$ cat config.mk
export PLATFORM = sky130hd
export DESIGN_NAME = dbu_scan_ctrl
export DESIGN_NICKNAME = d
export VERILOG_FILES = /design/src/rtl/dbu_scan_ctrl.sv
export SDC_FILE = /design/constraint.sdc
export NUM_CORES = 1
export LEC_CHECK = 0
export CAP_MARGIN = 10
export CORE_MARGIN = 2
export CORE_UTILIZATION = 45
export CTS_BUF_LIST = sky130_fd_sc_hd__clkbuf_16
export CTS_CLUSTER_DIAMETER = 200
export CTS_CLUSTER_SIZE = 20
export DETAILED_ROUTE_END_ITERATION = 7
export PLACE_DENSITY = 0.77
export SYNTH_ARGS = -nofsm -noshare
export SYNTH_HDL_FRONTEND = slang
export SYNTH_SLANG_ARGS = --single-unit
$ cat constraint.sdc
create_clock -name clk -period 3.86 [get_ports clk]
set_clock_uncertainty 0.2 [all_clocks]
set_input_delay 1.158 -clock clk [delete_from_list [all_inputs] [get_ports clk]]
set_output_delay 1.158 -clock clk [all_outputs]
set_load 0.01 [all_outputs]
$ cat src/rtl/dbu_scan_ctrl.sv
// dbu_scan_ctrl: debug-unit core providing CPU run control, button
// conditioning, a debug address counter and a scanned 7-segment display.
//   clk, rst             clock, asynchronous active-high reset
//   succ                 1 = continuous run, 0 = single-step
//   step, inc, dec       raw buttons (synchronised and debounced here)
//   m_rf, sel            debug word select
//   m_data, rf_data      memory / register-file word at m_rf_addr
//   data                 CPU internal word chosen by sel
//   cpu_en               CPU clock enable
//   m_rf_addr            debug read address
//   halted               breakpoint halt flag
//   SSEG_CA, SSEG_AN     active-low segments (bit0=a..bit6=g, bit7=dp) and anodes
// Define BREAKPOINT_EN to add pc, bp_addr and bp_valid plus the breakpoint halt.
module dbu_scan_ctrl #(
   parameter int ADDR_W   = 9,
   parameter int DATA_W   = 32,
   parameter int DIGITS   = 8,
   parameter int SCAN_DIV = 16,
   parameter int DB_LEN   = 16
) (
   input  logic              clk,
   input  logic              rst,
`ifdef BREAKPOINT_EN
   input  logic [DATA_W-1:0] pc,
   input  logic [DATA_W-1:0] bp_addr,
   input  logic              bp_valid,
`endif
   input  logic              succ,
   input  logic              step,
   input  logic              inc,
   input  logic              dec,
   input  logic              m_rf,
   input  logic [2:0]        sel,
   input  logic [DATA_W-1:0] m_data,
   input  logic [DATA_W-1:0] rf_data,
   input  logic [DATA_W-1:0] data,
   output logic              cpu_en,
   output logic [ADDR_W-1:0] m_rf_addr,
   output logic              halted,
   output logic [7:0]        SSEG_CA,
   output logic [DIGITS-1:0] SSEG_AN
);
   localparam int DBW = $clog2(DB_LEN);
   localparam int KW  = (DIGITS > 1) ? $clog2(DIGITS) : 1;
   localparam int CW  = KW + SCAN_DIV;
   localparam logic [CW-1:0] LAST = CW'(DIGITS * (2 ** SCAN_DIV) - 1);
   logic [2:0] btn, pulse;
   logic step_p, inc_p, dec_p;
   assign btn = {dec, inc, step};
   assign {dec_p, inc_p, step_p} = pulse;
   // Per button: 2-FF synchroniser, stability counter, registered rising-edge pulse.
   for (genvar b = 0; b < 3; b++) begin : g_btn
      logic s0, s1, lvl, prv, pl;
      logic [DBW-1:0] dc;
      always_ff @(posedge clk or posedge rst)
         if (rst) begin
            {s0, s1, lvl, prv, pl} <= '0;
            dc <= '0;
         end else begin
            s0 <= btn[b];
            s1 <= s0;
            prv <= lvl;
            pl <= lvl & ~prv;
            if (s1 == lvl) dc <= '0;
            else if (dc == DBW'(DB_LEN - 1)) begin
               lvl <= s1;
               dc <= '0;
            end else dc <= dc + 1'b1;
         end
      assign pulse[b] = pl;
   end
   always_ff @(posedge clk or posedge rst)
      if (rst) m_rf_addr <= '0;
      else if (inc_p != dec_p) m_rf_addr <= inc_p ? m_rf_addr + 1'b1 : m_rf_addr - 1'b1;
`ifdef BREAKPOINT_EN
   logic hlt, skip, match;
   // skip masks the breakpoint after a step-out until pc leaves bp_addr.
   assign match = succ & bp_valid & (pc == bp_addr) & ~skip;
   assign halted = hlt;
   always_ff @(posedge clk or posedge rst)
      if (rst) begin
         cpu_en <= 1'b0;
         hlt <= 1'b0;
         skip <= 1'b0;
      end else if (hlt) begin
         hlt <= succ & ~step_p;
         cpu_en <= step_p;
         skip <= step_p;
      end else begin
         skip <= skip & (pc == bp_addr);
         hlt <= match;
         cpu_en <= ~match & (succ | step_p);
      end
`else
   assign halted = 1'b0;
   always_ff @(posedge clk or posedge rst)
      if (rst) cpu_en <= 1'b0;
      else cpu_en <= succ | step_p;
`endif
   logic [DATA_W-1:0] dword, dreg;
   logic [CW-1:0] cnt;
   logic [KW-1:0] dig;
   assign dword = (sel == 3'd0) ? (m_rf ? m_data : rf_data) : data;
   assign dig = cnt[CW-1:SCAN_DIV];
   function automatic logic [7:0] hex7(input logic [3:0] n);
      case (n)
         4'h0: hex7 = 8'hC0;
         4'h1: hex7 = 8'hF9;
         4'h2: hex7 = 8'hA4;
         4'h3: hex7 = 8'hB0;
         4'h4: hex7 = 8'h99;
         4'h5: hex7 = 8'h92;
         4'h6: hex7 = 8'h82;
         4'h7: hex7 = 8'hF8;
         4'h8: hex7 = 8'h80;
         4'h9: hex7 = 8'h90;
         4'hA: hex7 = 8'h88;
         4'hB: hex7 = 8'h83;
         4'hC: hex7 = 8'hC6;
         4'hD: hex7 = 8'hA1;
         4'hE: hex7 = 8'h86;
         default: hex7 = 8'h8E;
      endcase
   endfunction
   // The display word is latched only at frame wrap so every digit of a frame shows one value.
   always_ff @(posedge clk or posedge rst)
      if (rst) begin
         cnt <= '0;
         dreg <= '0;
         SSEG_CA <= 8'hFF;
         SSEG_AN <= '1;
      end else begin
         cnt <= (cnt == LAST) ? '0 : cnt + 1'b1;
         if (cnt == LAST) dreg <= dword;
         SSEG_AN <= ~(DIGITS'(1) << dig);
         SSEG_CA <= hex7(dreg[{dig, 2'b00} +: 4]);
      end
endmodule

==> summary.txt <==
CTS
  – Clock Tree Buf Depth: 2
  – Post-CTS Hold Fix Bufs: 0
  – Post-CTS setup buffers: 0
  – H-tree levels: 3
  – Root buffer cell: clkbuf_16
  – CTS Buf Count: 9
  – CTS tree: yes
  – Clock-pin slew on the worst setup and hold paths: 0.07 ns
  – Clk_lat worst skew: 0.34 ns
  – Sink Count: 103
  – Cts repair resizes: 0

STA
  – Relative slew slack: 0.419
  – Worst Max-Slew Pin Slew: 0.871 ns
  – Period Utilization, post-route: 0.714
  – Final Slew Violations: 0
  – Fin worst setup slack: 1.11 ns
  – Setup TNS: 0 ns
  – FMAX: 363 MHz
  – Post-route minimum period: 2.75 ns
  – RSZ-0062 raised after global routing: no
  – Final setup violation count: 0
  – Hold Vio Cnt, Final: 0

Worst setup path
  – CP Cell Sequence: clkdlybuf4s50_1
  – CP arrival: 1.40 ns
  – Delay-heaviest family, CP: flip-flops
  – Worst r2r src: cnt[16]$_DFF_PP0_
  – CP bufs+invs: 1
  – FF-to-FF setup slack: 1.14 ns
  – Crit-path max FO: 1
  – CP peak stage delay: 0.54 ns
  – Crit Path Category: reg2out
  – R2R Path End: SSEG_CA[3]$_DFF_PP1_
  – Setup crit start: SSEG_AN[7]$_DFF_PP1_
  – Critical Path End Type: primary output
  – CP Depth: 1
  – Worst EP required: 2.50 ns
  – R2R depth: 7
  – CP max stage cell: dfstp_2
  – CP endpoint: SSEG_AN[7]
  – Startpoint Class: register

Cells and area
  – Filler Cells Inserted: 945
  – Share of cells above drive strength 1: 0.0894
  – Final std cells w/o fill: 792
  – Area growth from synthesis to layout: 32.9%
  – Final nets: 767
  – Diodes inserted: 0

Logic synthesis
  – Synth warn: 0
  – Synth Area in Adders: 0.0414
  – Largest family of logic cells by synthesized area: simple AND/OR/NAND/NOR gates
  – Primary FF master, synth: dfrtp_1
  – Most frequent cell after synthesis: dfrtp_1
  – Cell taking the most area after synthesis: dfrtp_1
  – Post-synthesis xor/xnor area fraction: 0.0478
  – Synth Register Bits: 103
  – Area fraction in and, or, nand and nor cells after synthesis: 0.162
  – Post-synth ARST share: 1.00
  – Syn Inst Count: 525
  – Mean Syn Cell Area: 10.1 um2
  – Yosys cell types: 51
  – Synth Area in Compound Gates: 0.103
  – Cell Area, Synth: 5310 um2
  – Register area share after synthesis: 0.489
  – Multiplexer area fraction after synthesis: 0.121
  – Syn nets: 648
  – Top cell type's share of synthesized area: 0.414
  – Most instantiated cells after synthesis: 88 x dfrtp_1, 86 x nand2_1, 75 x o21ai_0
  – Post-synth EDFFs: 0
  – Area contributors post-synth: dfrtp_1 41%, dfstp_2 7.4%, o21ai_0 7.1%

Die
  – Width of the die: 113 um
  – Chip height: 113 um
  – Core ar.: 11,500 um2
  – I/O pin total: 133
  – Initial Utilization: 0.463
  – Rows: 39
  – Die footprint: 12,700 um2

Pwr
  – P_leak: 3.02 nW
  – Clock share of power: 0.408
  – Internal power: 1.83 mW
  – Seq pwr share: 0.477
  – Net switching share of the total power: 0.216
  – Total power: 2.33 mW
  – Power Dens Cells: 330 nW/um2
  – NetSw: 0.502 mW
  – Combinational Power Share: 0.115
  – Worst vdd ir: 230 uV

Detailed routing
  – Vias/cell: 5.14
  – Initial DRC count: 217
  – WL per Instance: 13.9 um
  – Antenna-violating nets left: 0
  – Routed vias: 4,071
  – Post-Route WL: 11,000 um
  – DRC: 0
  – Initial DRT Pass Iterations: 4

Placed design
  – DP Cell Count: 776
  – GPL Wtd Cong: 0.864
  – Dpl ws: 1.10 ns
  – Hpwl dp: 8660 um
  – PortBufs: 130

Status
  – Status: finished clean

Flow run
  – Max_cap viols: 0

Global routing
  – First-pass GRT wire length: 19,000 um
  – Initial antenna violation count: 0
  – Vias in the first global route: 4,165
  – Gr ovfl total: 0
  – Tot GR Track Use: 0.184
  – Pin count of the biggest net entering global routing: 66

Worst hold path
  – Hold Path Origin: g_btn[0].s0$_DFF_PP0_
  – Worst hold path class: reg2reg
sequential cells by signal, summed over array words and instances (netlist names):
signal,flops
dec_p,1
SSEG_CA,7
g_btn.prv,3
dreg,32
g_btn.pl,2
cpu_en,1
g_btn.lvl,3
g_btn.dc,12
g_btn.s1,3
m_rf_addr,9
SSEG_AN,8
cnt,19
g_btn.s0,3
power by group through the flow:
stage / Sequential [mW] / Combinational (mW) / Clock [mW]
3_5_place_dp: 1.13 / 0.271 / 0
2_1_floorplan: 1.13 / 0.122 / 0
3_3_place_gp: 1.13 / 0.264 / 0
6_report: 1.11 / 0.268 / 0.950
4_1_cts: 1.11 / 0.272 / 0.974
5_1_grt: 1.11 / 0.298 / 1.02
kinds of logic after synthesis:
kind of cell,after synthesis
and+or+nand+nor,182
adders and majority gates,17
xor gates and xnor gates,29
AOI/OAI and AO/OA,102
other,2
buffers and inverters,41
muxes,49
DFF,103
layout make-up:
class,instances,area (um2),share of cell area
flip-flops and latches,103,2600,0.368
multi-input cells,381,2540,0.360
repair buffers,135,1370,0.194
clock buffers,9,225,0.0319
well taps,143,179,0.0253
clock inverters,7,95.1,0.0135
inverters,14,56.3,0.00797
placed cells by master (no fill, tap or decap), types with 4 or more instances in the layout:
cell type        instances
clkdlybuf4s50_1        129
o21ai_0                 75
and2_1                   4
mux4_2                   6
dfrtp_1                 88
dfstp_2                 15
nor3_1                   6
xor2_1                  14
clkbuf_16                9
mux2i_1                 34
ha_1                    16
a21oi_1                 13
nor2_1                  28
nand2b_1                 6
xnor2_1                 15
nand2_1                 86
nand3_1                 14
mux2_2                   4
nor2b_1                  9
and3_1                   5
inv_1                   12
worst min-delay path by stage:
stage                     slack, ns                     to  cells after the start
after floorplan                0.13  g_btn[0].s1$_DFF_PP0_                      0
after global placement         0.14  g_btn[1].s1$_DFF_PP0_                      0
after detailed placement       0.14  g_btn[0].s1$_DFF_PP0_                      0
after CTS                      0.16  g_btn[0].s1$_DFF_PP0_                      0
after global routing           0.17  g_btn[2].s1$_DFF_PP0_                      0
final                          0.15  g_btn[0].s1$_DFF_PP0_                      0
layer usage:
metal	wire, um	GRT usage	vias up
li1	-	-	2040
met1	4480	0.223	1862
met2	5610	0.323	149
met3	716	0.0383	20
met4	206	0.0675	0
met5	0	0	-
stage by stage:
| stage | util | hold slack (ns) | instance area, um2 |
|---|---|---|---|
| detailed placement | 0.588 | 0.140 | 6740 |
| finish | 0.616 | 0.154 | 7060 |
| floorplan | - | 0.131 | 5320 |
| CTS | 0.616 | 0.157 | 7060 |
| global route | 0.616 | 0.167 | 7060 |
| global placement | 0.588 | 0.136 | 6740 |
Power figures use the tool's default switching activity.
